$ cat src/rtl/mem_array_reader_if.sv
// Bus between the capture-array reader, the array/writer side and the downstream consumer.
// The reader uses the master view; the environment (array, writer, consumer) uses the slave view.
interface mem_array_reader_if #(
    parameter int DATA_W = 8,
    parameter int ADDR_W = 4
);
    logic              wr_en;
    logic [ADDR_W-1:0] wr_addr;
    logic [ADDR_W-1:0] mem_rd_addr;
    logic [DATA_W-1:0] mem_rd_data;
    logic [DATA_W-1:0] out_data;
    logic              out_valid;
    logic              out_ready;

    modport master (
        input  wr_en,
        input  wr_addr,
        input  mem_rd_data,
        input  out_ready,
        output mem_rd_addr,
        output out_data,
        output out_valid
    );

    modport slave (
        output wr_en,
        output wr_addr,
        output mem_rd_data,
        output out_ready,
        input  mem_rd_addr,
        input  out_data,
        input  out_valid
    );
endinterface

$ cat src/rtl/mem_array_reader.sv
// Drains the circular capture array oldest-first into a registered valid/ready stream,
// tracking occupancy, dropping the oldest byte on overrun and flagging writer pointer desync.
module mem_array_reader #(
    parameter int DATA_W = 8,
    parameter int DEPTH  = 16,
    parameter int ADDR_W = 4
) (
    input  logic                clk,
    input  logic                rst_n,
    mem_array_reader_if.master  bus,
    input  logic                clr_flags,
    output logic [ADDR_W:0]     level,
    output logic                overrun,
    output logic                ptr_err
);
    localparam logic [ADDR_W:0] LEVEL_FULL = (ADDR_W+1)'(DEPTH);

    logic [ADDR_W-1:0] rd_ptr_q, rd_ptr_d;
    logic [ADDR_W:0]   level_q, level_d;
    logic [DATA_W-1:0] out_data_q, out_data_d;
    logic              out_valid_q, out_valid_d;
    logic              overrun_q, overrun_d;
    logic              ptr_err_q, ptr_err_d;

    logic              pop;
    logic              load;
    logic              drop;
    logic [ADDR_W-1:0] wr_expected;
    logic              ptr_mismatch;

    always_comb begin
        pop          = out_valid_q & bus.out_ready;
        load         = (~out_valid_q | pop) & (level_q != '0);
        // A write into a full array with nothing leaving overwrites the oldest unread byte.
        drop         = (level_q == LEVEL_FULL) & bus.wr_en & ~load;
        wr_expected  = rd_ptr_q + level_q[ADDR_W-1:0];
        ptr_mismatch = bus.wr_en & (bus.wr_addr != wr_expected);
    end

    always_comb begin
        rd_ptr_d = rd_ptr_q;
        if (load | drop) begin
            rd_ptr_d = rd_ptr_q + ADDR_W'(1);
        end

        level_d = level_q;
        if (!drop) begin
            if (bus.wr_en && !load) begin
                level_d = level_q + (ADDR_W+1)'(1);
            end else if (load && !bus.wr_en) begin
                level_d = level_q - (ADDR_W+1)'(1);
            end
        end

        out_data_d  = load ? bus.mem_rd_data : out_data_q;
        out_valid_d = load | (out_valid_q & ~pop);

        // A set condition in the same cycle as clr_flags wins.
        overrun_d = drop | (overrun_q & ~clr_flags);
        ptr_err_d = ptr_mismatch | (ptr_err_q & ~clr_flags);
    end

    always_ff @(posedge clk or negedge rst_n) begin
        if (!rst_n) begin
            rd_ptr_q    <= '0;
            level_q     <= '0;
            out_data_q  <= '0;
            out_valid_q <= 1'b0;
            overrun_q   <= 1'b0;
            ptr_err_q   <= 1'b0;
        end else begin
            rd_ptr_q    <= rd_ptr_d;
            level_q     <= level_d;
            out_data_q  <= out_data_d;
            out_valid_q <= out_valid_d;
            overrun_q   <= overrun_d;
            ptr_err_q   <= ptr_err_d;
        end
    end

    assign bus.mem_rd_addr = rd_ptr_q;
    assign bus.out_data    = out_data_q;
    assign bus.out_valid   = out_valid_q;
    assign level           = level_q;
    assign overrun         = overrun_q;
    assign ptr_err         = ptr_err_q;
endmodule

$ cat src/flat_wrapper.sv
// flat-port wrapper written by rule: the top's interface ports become plain ports
module mem_array_reader_flat 
#(
    parameter int DATA_W = 8,
    parameter int DEPTH  = 16,
    parameter int ADDR_W = 4
)
  (clk, rst_n, clr_flags, level, overrun, ptr_err, bus_wr_en, bus_wr_addr, bus_mem_rd_data, bus_out_ready, bus_mem_rd_addr, bus_out_data, bus_out_valid);
  mem_array_reader_if #(.DATA_W(DATA_W), .ADDR_W(ADDR_W)) bus_i ();
  input  logic clk;
  input  logic rst_n;
  input  logic clr_flags;
  output logic [ADDR_W:0] level;
  output logic overrun;
  output logic ptr_err;
  input wire logic [$bits(bus_i.wr_en)-1:0] bus_wr_en;
  input wire logic [$bits(bus_i.wr_addr)-1:0] bus_wr_addr;
  input wire logic [$bits(bus_i.mem_rd_data)-1:0] bus_mem_rd_data;
  input wire logic [$bits(bus_i.out_ready)-1:0] bus_out_ready;
  output wire logic [$bits(bus_i.mem_rd_addr)-1:0] bus_mem_rd_addr;
  output wire logic [$bits(bus_i.out_data)-1:0] bus_out_data;
  output wire logic [$bits(bus_i.out_valid)-1:0] bus_out_valid;
  assign bus_i.wr_en = bus_wr_en;
  assign bus_i.wr_addr = bus_wr_addr;
  assign bus_i.mem_rd_data = bus_mem_rd_data;
  assign bus_i.out_ready = bus_out_ready;
  assign bus_mem_rd_addr = bus_i.mem_rd_addr;
  assign bus_out_data = bus_i.out_data;
  assign bus_out_valid = bus_i.out_valid;
  mem_array_reader #(.DATA_W(DATA_W), .DEPTH(DEPTH), .ADDR_W(ADDR_W)) u_core (.clk(clk), .rst_n(rst_n), .bus(bus_i), .clr_flags(clr_flags), .level(level), .overrun(overrun), .ptr_err(ptr_err));
endmodule
$ cat config.mk
export PLATFORM = sky130hd
export DESIGN_NAME = mem_array_reader_flat
export DESIGN_NICKNAME = d
export VERILOG_FILES = /design/src/rtl/mem_array_reader_if.sv /design/src/rtl/mem_array_reader.sv /design/src/flat_wrapper.sv
export SDC_FILE = /design/constraint.sdc
export NUM_CORES = 1
export LEC_CHECK = 0
export BUFFER_PORTS_ARGS = -buffer_cell sky130_fd_sc_hd__buf_2
export CORE_MARGIN = 3
export CORE_UTILIZATION = 44
export CTS_CLUSTER_SIZE = 14
export DETAILED_ROUTE_END_ITERATION = 12
export PLACE_DENSITY = 0.85
export SLEW_MARGIN = 20
export SYNTH_ARGS = -nofsm -noshare
export SYNTH_HDL_FRONTEND = slang
export SYNTH_SLANG_ARGS = --single-unit
$ cat constraint.sdc
create_clock -name clk -period 2.67 [get_ports clk]
set_input_delay 0 -clock clk [delete_from_list [all_inputs] [get_ports clk]]
set_output_delay 0 -clock clk [all_outputs]
set_load 0.05 [all_outputs]
Word-level counts from Yosys, hierarchy flattened
Cells that the tools add are included.

Add/subtract/negate cells: 4. Equal/unequal tests: 2. Multiplexer cells: 2. Bitwise gates (word level): 18. Reduce and logical (&&, ||, !) cells: 7.

Operator list (count): 2-to-1 mux 5 bit (2); AND 1 bit (8); adder 5 x 1 -> 5 bit (second input constant) (1); equality test 5 bit (second input constant) (1); inverter 1 bit (5); bitwise OR 1 bit (5); nonzero test 5 bit (1); subtractor 5 x 1 -> 5 bit (second input constant) (1); adder 4 x 1 -> 4 bit (second input constant) (1); adder 4 bit (1); inequality test 4 bit (1); logical AND 1 bit (2); zero test 1 bit (2); AND reduction 2 bit (1); nonzero test 2 bit (1).

Register bits: 20. Bits of input ports: 17. Output and inout bits: 20. Logic and storage cells: 39.

Depth between registers and ports, before layout
Depth in word-level cells: 7. Mapped depth: 11. Mapped depth without buffers: 10.

Least setup slack after synthesis
No wires, ideal clock.

Path kind: reg2reg. From: reg u_core.level_q[1], in the netlist u_core.level[1]. To: reg u_core.level_q[4], in the netlist u_core.level[4]. Library setup time: 125 ps. Arrival: 3093 ps. Data required time: 2545 ps. Setup slack: -547 ps. Cell stages (with the launch flop): 12. Buffers on the path: 1. Period minus slack after synthesis: 3217 ps. Path through: dfrtp_1 -> nor4_1 -> a21oi_1 -> buf_2 -> clkinv_1 -> ha_1 -> inv_1 -> ha_1 -> a21o_1 -> a21oi_1 -> mux2i_1 -> mux2_2.

Cells in the longest elaborated chain, start to end: 6. Elaborated cells on any way between the ends: 16. Classes of those cells: add/sub (2); eq/ne (1); mux (2); bitwise (5); reduce/logical (6).

RTL lines: from (decl) (line mem_array_reader.sv:19) `logic [ADDR_W:0] level_q, level_d;`; from (signal assigned) (line mem_array_reader.sv:73) `level_q <= level_d;`; branches (longest 6 deep; another with subtractor 5 x 1 -> 5 bit).

Several ways; the timed one is not identified. The select of a mux whose other input is x is not followed. A chain may end at the register's enable or synchronous reset.

Worst setup path in the final report
From: reg u_core.level_q[0], in the netlist u_core.level[0]. To: reg u_core.level_q[4], in the netlist u_core.level[4].

The elaborated chain is that of the path after synthesis.

==> results.py <==
metrics = {
    "clock_tree": {
        "cts_tree": "built",
        "clock-root-buffer": "clkbuf_4",
        "cts_max_level": 1,
        "cts_resized": 0,
        "clkTransAtPathRegs_ns": 0.11,
        "clock_sinks": 20,
        "cts_made_buffers": 3,
        "clk_latency_ns": 0.29,
        "ctsLongestPathBuffers": 2,
    },
    "floorplanning": {
        "start_util_pct": 48.4,
        "core_area_sq_um": 2300,
        "dieHeight_microns": 56.3,
        "rows": 17,
        "dieArea_sq_um": 3160,
        "die_w_microns": 56.3,
        "io_pins": 37,
    },
    "timing": {
        "skew_ns": 0.0106,
        "post-route-min-period_ns": 2.58,
        "period_share_pct": 96.6,
        "finalSetupViolCount": 0,
        "slew_viol_final": 0,
        "hold_violations": 0,
        "worstMarginPinSlew_ns": 0.428,
        "relSlewSlack_pct": 71.5,
        "max_freq_mhz": 388,
    },
    "worst_setup_path": {
        "cp-end-kind": "flop",
        "crit_required_ns": 2.85,
        "start_kind": "flop",
        "crit_chain": "nor4_4, a21oi_2, clkinv_4, ha_4, inv_2, fa_2, a21o_1, a21oi_2, mux2i_1, mux2_2",
        "slowest_delay_ns": 0.51,
        "crit_top_cell": "a21oi_2",
        "cpMaxStageDelayCell": "dfrtp_4",
        "r2r-end": "u_core.level[4]",
        "cp_data_arrival_time_ns": 2.76,
        "path_delay_family": "multiplexers",
        "path_buf_inv": 2,
        "crit-reg2reg-launch": "u_core.level[0]",
        "crit_path_max_fanout": 5,
        "critPathKind": "reg2reg",
        "reg2reg_depth": 10,
        "reg2reg_slack_ns": 0.09,
    },
    "hold_path": {
        "hp-class": "in2reg",
        "holdPathStages": 3,
        "min_to": "u_core.bus.out_valid",
        "worst_hold_startpoint": "bus_out_ready",
    },
    "detailed_routing": {
        "drc_errors": 0,
        "drtIter0Drc": 13,
        "postRouteAntennaNets": 0,
        "via_per_inst": 4.90,
        "via_count": 946,
        "firstDrtPassIters": 2,
        "wire_per_inst_microns": 12.6,
        "finalWirelength_mm": 2.44,
    },
    "synthesis": {
        "synth-seq-cells": 20,
        "ys_warn_count": 0,
        "synth_area_sq_um": 1110,
        "yosysUniqueCellTypes": 28,
        "synth_area_leaders": "dfrtp_1 (45%), nand2_1 (9.1%), ha_1 (9.0%), xnor2_1 (7.1%), fa_1 (3.6%)",
        "avgSynthCellArea_sq_um": 10.2,
        "syn_inst": 109,
        "synth_top_area_share_pct": 45.0,
        "yosysSeqAreaShare_pct": 45.0,
        "synth_top_area_cell": "dfrtp_1",
        "syn_nets": 136,
    },
    "grt": {
        "grt_first_pass_wirelength_mm": 4.02,
        "grt_pass1_vias": 957,
        "antenna_found_initial": 0,
        "grt_max_degree": 21,
        "grt_use_total_pct": 15.7,
        "grt-ovfl-total": 0,
    },
    "placed_design": {
        "place_congestion": 0.896,
        "place_inst": 173,
        "dpl.hpwl_mm": 1.88,
        "port_buffers": 36,
    },
    "final_layout": {
        "diodes": 0,
        "drive_gt1_share_pct": 40.0,
        "mostFrequentLayoutCells": "buf_2 (36), nand2_1 (27), dfrtp_1 (14), dlygate4sd3_1 (10), xnor2_1 (9)",
        "nets": 193,
        "final_common_cell": "buf_2",
        "stdcell_count": 193,
        "areaGrowthSynthToFinish_pct": 40.0,
    },
    "pwr": {
        "finalPower_uw": 2030,
        "p_per_area_nw_per_um2": 1300,
        "power.leakage_uw": 0.000776,
        "ir_drop_mv": 0.955,
    },
    "run_status": {
        "status": "completed",
    },
    "run": {
        "maxCapViolCount": 0,
    },
}
-- worst max-delay path by stage --
stage                       to  depth (start not counted)            start
6_report       u_core.level[4]                         10  u_core.level[0]
5_1_grt        u_core.level[4]                         10  u_core.level[0]
4_1_cts        u_core.level[4]                         10  u_core.level[0]
3_5_place_dp   u_core.level[4]                         10  u_core.level[0]
3_3_place_gp   u_core.level[4]                         10  u_core.level[0]
2_1_floorplan  u_core.level[4]                         11  u_core.level[0]
-- power breakdown --
group | switching (uW) | leakage [uW] | internal [uW] | total (uW)
Clock | 86.2 | 0.0000150 | 58.0 | 144
Combinational | 815 | 0.000529 | 497 | 1310
Sequential | 135 | 0.000231 | 434 | 570
-- flip-flops by register name, summed over array words and instances (netlist names) --
signal and count:
u_core.ptr_err 1, u_core.bus.out_data 8, u_core.overrun 1, u_core.bus.out_valid 1, u_core.bus.mem_rd_addr 4, u_core.level 5
-- per-stage QoR --
stage	hold slack, ns	cell area, sq um	utilization [%]	TNS [ns]	worst slack, ns
3_5_place_dp	-0.0281	1380	60.2	0	0.0173
6_report	0.0269	1560	67.7	0	0.0921
2_1_floorplan	-0.296	1170	-	-0.0340	-0.0340
5_1_grt	0.0323	1560	67.7	-0.00214	-0.00214
4_1_cts	0.0129	1520	66.1	0	0.0587
3_3_place_gp	-0.0358	1380	60.2	0	0.123
-- routing by layer --
layer / global-route usage [%] / vias up / wire length, microns
li1: - / 472 / -
met1: 19.7 / 450 / 1050
met2: 27.7 / 24 / 1260
met3: 2.76 / 0 / 128
met4: 4.07 / 0 / 0
met5: 0 / - / 0
-- synthesized netlist by cell type --
library cell and instances:
a21o_1 3, a21oi_1 4, a221o_1 1, a31oi_1 1, buf_2 1, clkinv_1 1, dfrtp_1 20, fa_1 2
ha_1 8, inv_1 8, mux2_2 2, mux2_4 1, mux2i_1 1, nand2_1 27, nand2b_1 2, nand3_1 1
nand4_1 1, nor2_1 2, nor2_2 1, nor2b_1 1, nor3_4 1, nor4_1 1, o2111ai_1 1, o21ai_0 3
o21ai_2 1, or4_4 1, xnor2_1 9, xor2_1 4
-- worst register-to-register path, cell delays in order, from the launching register on --
cell and delay, ns:
dfrtp_4 0.51, nor4_4 0.33, a21oi_2 0.13, clkinv_4 0.07, ha_4 0.13, inv_2 0.06
fa_2 0.35, a21o_1 0.17, a21oi_2 0.14, mux2i_1 0.22, mux2_2 0.34
-- cells by family after synthesis --
| family | Yosys count | share of synthesized area [%] |
|---|---|---|
| buf+inv | 10 | 3.49 |
| mux | 4 | 4.28 |
| simple gates | 38 | 16.1 |
| xor+xnor | 13 | 10.2 |
| fa+ha+maj | 10 | 12.6 |
| compound gates | 14 | 8.22 |
| flops | 20 | 45.0 |
-- what timing repair did --
action | 4_1_cts | 5_1_grt
endpoints found under the setup margin | 1 | 1
setup buffers | 1 | 5
hold endpoints to repair | 29 | 0
hold buffers | 10 | 0
pin swaps | 0 | 3
gates cloned | 0 | 0
-- layout make-up --
type	instances	area, sq um
fillers	186	742
repair buffers	53	333
multi-input cells	79	609
flip-flops and latches	20	513
inverters	9	38.8
well taps	28	35.0
clock buffers	4	26.3
Note: power is estimated with default switching activity, not from simulation.
